$ cat src/rtl/uart_pkg.sv
// Shared UART definitions: frame-state encoding and default frame constants,
// used by both the transmit serializer and the UART receiver.
package uart_pkg;

  localparam int UART_DATA_BITS  = 8;
  localparam int UART_OVERSAMPLE = 16;
  localparam int UART_SB_TICK    = 16;

  typedef enum logic [2:0] {
    IDLE   = 3'd0,
    START  = 3'd1,
    DATA   = 3'd2,
    PARITY = 3'd3,
    STOP   = 3'd4
  } uart_state_e;

endpackage

$ cat src/rtl/uart_tx_serializer.sv
// UART transmit serializer: accepts one byte on transmit_begin and shifts it
// out LSB first as start / data / stop, paced by the oversampling tick s_tick.
// Optional feature macro: UART_TX_PARITY_EN adds an even-parity bit between
// the data bits and the stop bit.
module uart_tx_serializer
  import uart_pkg::*;
#(
  parameter int DATA_BITS  = UART_DATA_BITS,
  parameter int OVERSAMPLE = UART_OVERSAMPLE,
  parameter int SB_TICK    = UART_SB_TICK
) (
  input  logic                 clk,
  input  logic                 rst_n,
  input  logic                 s_tick,
  input  logic                 transmit_begin,
  input  logic [DATA_BITS-1:0] data_in,
  output logic                 tx,
  output logic                 transmit_active,
  output logic                 transmit_over
);

  localparam int TICK_MAX = (OVERSAMPLE > SB_TICK) ? OVERSAMPLE : SB_TICK;
  localparam int TICK_W   = $clog2(TICK_MAX);
  localparam int BIT_W    = $clog2(DATA_BITS) + 1;

  localparam logic [TICK_W-1:0] OS_LAST  = TICK_W'(OVERSAMPLE - 1);
  localparam logic [TICK_W-1:0] SB_LAST  = TICK_W'(SB_TICK - 1);
  localparam logic [BIT_W-1:0]  BIT_LAST = BIT_W'(DATA_BITS - 1);

  uart_state_e          state_r, state_s;
  logic [TICK_W-1:0]    tick_r, tick_s;
  logic [BIT_W-1:0]     bit_r, bit_s;
  logic [DATA_BITS-1:0] shreg_r, shreg_s;
  logic                 tx_r, tx_s;
  logic                 active_r, active_s;
  logic                 over_r, over_s;

`ifdef UART_TX_PARITY_EN
  logic                 parity_r, parity_s;

  // Even parity of a byte: the bit that makes the total count of ones even.
  function automatic logic even_parity(input logic [DATA_BITS-1:0] d);
    even_parity = ^d;
  endfunction
`endif

  // Next-state, counter, shifter and next-output logic for the frame FSM.
  always_comb begin
    state_s  = state_r;
    tick_s   = tick_r;
    bit_s    = bit_r;
    shreg_s  = shreg_r;
    tx_s     = tx_r;
    active_s = active_r;
    over_s   = over_r;
`ifdef UART_TX_PARITY_EN
    parity_s = parity_r;
`endif
    case (state_r)
      IDLE: begin
        tx_s = 1'b1;
        if (transmit_begin) begin
          shreg_s  = data_in;
          tick_s   = {TICK_W{1'b0}};
          bit_s    = {BIT_W{1'b0}};
          state_s  = START;
          tx_s     = 1'b0;
          active_s = 1'b1;
          over_s   = 1'b0;
`ifdef UART_TX_PARITY_EN
          parity_s = even_parity(data_in);
`endif
        end else begin
          state_s = IDLE;
        end
      end
      START: begin
        if (s_tick) begin
          if (tick_r == OS_LAST) begin
            tick_s  = {TICK_W{1'b0}};
            state_s = DATA;
            tx_s    = shreg_r[0];
          end else begin
            tick_s = tick_r + TICK_W'(1);
          end
        end else begin
          tick_s = tick_r;
        end
      end
      DATA: begin
        if (s_tick) begin
          if (tick_r == OS_LAST) begin
            tick_s  = {TICK_W{1'b0}};
            shreg_s = {1'b0, shreg_r[DATA_BITS-1:1]};
            if (bit_r == BIT_LAST) begin
`ifdef UART_TX_PARITY_EN
              state_s = PARITY;
              tx_s    = parity_r;
`else
              state_s = STOP;
              tx_s    = 1'b1;
`endif
            end else begin
              bit_s = bit_r + BIT_W'(1);
              tx_s  = shreg_r[1];
            end
          end else begin
            tick_s = tick_r + TICK_W'(1);
          end
        end else begin
          tick_s = tick_r;
        end
      end
`ifdef UART_TX_PARITY_EN
      PARITY: begin
        if (s_tick) begin
          if (tick_r == OS_LAST) begin
            tick_s  = {TICK_W{1'b0}};
            state_s = STOP;
            tx_s    = 1'b1;
          end else begin
            tick_s = tick_r + TICK_W'(1);
          end
        end else begin
          tick_s = tick_r;
        end
      end
`endif
      STOP: begin
        if (s_tick) begin
          if (tick_r == SB_LAST) begin
            tick_s   = {TICK_W{1'b0}};
            state_s  = IDLE;
            tx_s     = 1'b1;
            active_s = 1'b0;
            over_s   = 1'b1;
          end else begin
            tick_s = tick_r + TICK_W'(1);
          end
        end else begin
          tick_s = tick_r;
        end
      end
      default: begin
        state_s  = IDLE;
        tick_s   = {TICK_W{1'b0}};
        bit_s    = {BIT_W{1'b0}};
        tx_s     = 1'b1;
        active_s = 1'b0;
      end
    endcase
  end

  // Frame registers; reset drops any partial frame and parks the line high.
  always_ff @(posedge clk or negedge rst_n) begin
    if (!rst_n) begin
      state_r  <= IDLE;
      tick_r   <= {TICK_W{1'b0}};
      bit_r    <= {BIT_W{1'b0}};
      shreg_r  <= {DATA_BITS{1'b0}};
      tx_r     <= 1'b1;
      active_r <= 1'b0;
      over_r   <= 1'b0;
`ifdef UART_TX_PARITY_EN
      parity_r <= 1'b0;
`endif
    end else begin
      state_r  <= state_s;
      tick_r   <= tick_s;
      bit_r    <= bit_s;
      shreg_r  <= shreg_s;
      tx_r     <= tx_s;
      active_r <= active_s;
      over_r   <= over_s;
`ifdef UART_TX_PARITY_EN
      parity_r <= parity_s;
`endif
    end
  end

  assign tx              = tx_r;
  assign transmit_active = active_r;
  assign transmit_over   = over_r;

endmodule

$ cat config.mk
export PLATFORM = sky130hd
export DESIGN_NAME = uart_tx_serializer
export DESIGN_NICKNAME = d
export VERILOG_FILES = /design/src/rtl/uart_pkg.sv /design/src/rtl/uart_tx_serializer.sv
export SDC_FILE = /design/constraint.sdc
export NUM_CORES = 1
export LEC_CHECK = 0
export ABC_CLOCK_PERIOD_IN_PS = 1800
export CAP_MARGIN = 20
export CORE_ASPECT_RATIO = 1.25
export CORE_MARGIN = 10
export CORE_UTILIZATION = 30
export DETAILED_ROUTE_END_ITERATION = 10
export HOLD_SLACK_MARGIN = 0.02
export SLEW_MARGIN = 20
export SYNTH_ARGS = -nofsm -noshare
export SYNTH_HDL_FRONTEND = slang
export SYNTH_SLANG_ARGS = --single-unit
$ cat constraint.sdc
create_clock -name clk -period 1.8 [get_ports clk]
set_input_delay 0.36 -clock clk [delete_from_list [all_inputs] [get_ports clk]]
set_output_delay 0.36 -clock clk [all_outputs]
set_load 0.005 [all_outputs]
==> reports/results.ini <==
[sta]
max_freq_ghz=0.594
skew_ns=0.00223
hold_viol_final=0
period_needed_ns=1.68
finalCritPeriodShare=0.935
worst_pin_slew_ns=0.401
relSlewSlack=0.733
rsz0062_at_grt=no
tns_ns=0
setup_viol=0
slew_viol_final=0

[cts]
cts-root-buf=clkbuf_8
cts_tree=done
path_clk_slew_ns=0.08
postCtsHoldBufs=0
htree_levels=1
cts_buffers=3
clock_latency_ns=0.26
cts_setup_buffers=0
cts.sinks=22
cts.path.max_buffers=2

[synth]
netlist_instances=136
ys_seq_area_frac=0.457
synth_edf_count=0
synthArstFlopShare=1.00
avgSynthCellArea_um2=8.87
ys.flop_type=dfrtp_1
synth-seq-cells=22
synth.distinct_cells=38
synth_area_mm2=0.00121
syn_nets=150
synth_warnings=0

[finish]
register_area_um2=553
layout.nets=176
multiInputGateArea_um2=592
area_growth_pct=26.8
drive_above_1_share=0.149
fill_cells=398
n_antenna_cell=0

[worst_setup_path]
r2r_cells=5
r2r_slack_ns=0.17
r2r_end=bit_r[3]
critPathKind=in2reg
crit_path_max_fanout=8
crit_required_ns=1.97
cp-end-kind=flop
r2r_start=tick_r[0]
cp.arrival_ns=1.86
startpoint_type=primary input
cp-startpoint=transmit_begin

[detailed_routing]
vias=1075
initialDrtViolationCount=23
vias_per_cell=5.00
ant_nets=0
dr.pass1.iters=4
drc_errors=0
wl_per_cell_um=12.8
routed_wl_mm=2.75

[floorplanning]
core_mm2=0.00385
start_util=0.313
die_area_mm2=0.00697
die_x_um=76.7
row_count=25
dieHeight_um=90.9
ios=15

[power_and_ir_drop]
p_leak_nw=0.660
p_total_mw=1.57
ir_worst_vdd_uv=458
power_density_mw_per_mm2=1030

[global_routing]
busiest_layer=met2
grt_use_total=0.0789
grtUsageMet3=0.0149
grt_max_degree=23
grt_pass1_wl_mm=4.66
overflow=0
grt_pass1_vias=1054
met1_usage=0.0855
grt_use_met2=0.146
antenna_found_initial=0

[placed_design]
routabilityCongestion=0.785
io_buffers=14
dp_hpwl_mm=2.15

[worst_hold_path]
hp-class=in2async

[outcome]
status=completed

[flow_run]
max_cap_viol_count=0

## worst max-delay path, cell delays in order
cell and delay (ns):
clkdlybuf4s50_1 0.59, mux2i_1 0.10, a221o_1 0.32, or2_4 0.27
o21ai_0 0.20
## layout by cell type (no fill, tap or decap), types with 2 or more instances in the layout
master           Yosys  layout
a211oi_1             2       2
a21o_1               2       2
a21oi_1             18      17
a2bb2oi_1            2       2
buf_4                1      12
clkbuf_8             0       3
clkdlybuf4s50_1      0      14
dfrtp_1             21      20
inv_1               11      11
nand2_1             10      10
nand3_1              3       3
nand4_1              3       3
nor2_1              12      11
nor2b_1              4       4
nor3_1               2       2
nor3b_1              2       2
o21ai_0             12      12
o22ai_1              7       7
## cell usage after synthesis (2+ instances only)
cell type  number  area share
o22ai_1         7       0.036
a211oi_1        2       0.012
clkbuf_1        2      0.0062
nor2b_1         4       0.021
o21ai_0        12       0.050
inv_1          11       0.034
nor2_1         12       0.037
ha_1            2       0.021
nor3_1          2      0.0083
a2bb2oi_1       2       0.015
nand4_1         3       0.016
nor3b_1         2       0.012
a21oi_1        18       0.075
dfrtp_1        21        0.44
nand3_1         3       0.012
nand2_1        10       0.031
a21o_1          2       0.012
## cell type report
class / count / share of cell area
well taps: 54 / 0.0442
inverters: 11 / 0.0270
repair buffers: 26 / 0.151
multi-input cells: 98 / 0.387
flip-flops and latches: 22 / 0.362
clock buffers: 4 / 0.0295
## registers in the layout (all words and copies together), names as in the netlist
signal and cells:
shreg_r 8, transmit_over 1, state_r 3, tick_r 4, tx 1, transmit_active 1
bit_r 4
## logic make-up after synthesis
group | after synthesis | share of synthesized area
compound gates | 51 | 0.262
simple gates | 43 | 0.184
xor+xnor | 1 | 0.00726
mux | 1 | 0.00830
buf+inv | 16 | 0.0602
flops | 22 | 0.457
fa+ha+maj | 2 | 0.0207
## routing by layer
| metal | wire [um] | vias up |
|---|---|---|
| met5 | 0 | - |
| li1 | - | 546 |
| met1 | 1220 | 509 |
| met3 | 84 | 4 |
| met2 | 1410 | 16 |
| met4 | 31 | 0 |
## per-stage QoR
step / utilization / setup WS (ns) / area (um^2) / instances / hold WS, ns
6_report: 0.397 / 0.118 / 1530 / 215 / 0.455
5_1_grt: 0.397 / 0.00876 / 1530 / 215 / 0.501
4_1_cts: 0.394 / 0.0154 / 1520 / 215 / 0.470
3_5_place_dp: 0.383 / -0.158 / 1470 / 211 / 0.494
3_3_place_gp: 0.383 / -0.134 / 1470 / 211 / 0.495
2_1_floorplan: - / 0.273 / 1210 / 136 / 0.0644
## worst max path at each step
stage	endpoint	depth (start not counted)
2_1_floorplan	bit_r[3]	6
3_3_place_gp	tick_r[3]	5
3_5_place_dp	tick_r[0]	5
4_1_cts	shreg_r[0]	5
5_1_grt	shreg_r[4]	5
6_report	tick_r[0]	5
## report_power, final
group          total [mW]  switching, mW  internal [mW]  leakage (nW)
clock               0.314          0.156          0.158        0.0228
combinational       0.473          0.221          0.252         0.379
sequential          0.782          0.129          0.653         0.258
## timing repair
action | in CTS | in global routing
endpoints found under the setup margin | 0 | 9
hold endpoints to repair | 0 | 0
resized for setup | 0 | 5
Power figures use the tool's default switching activity.
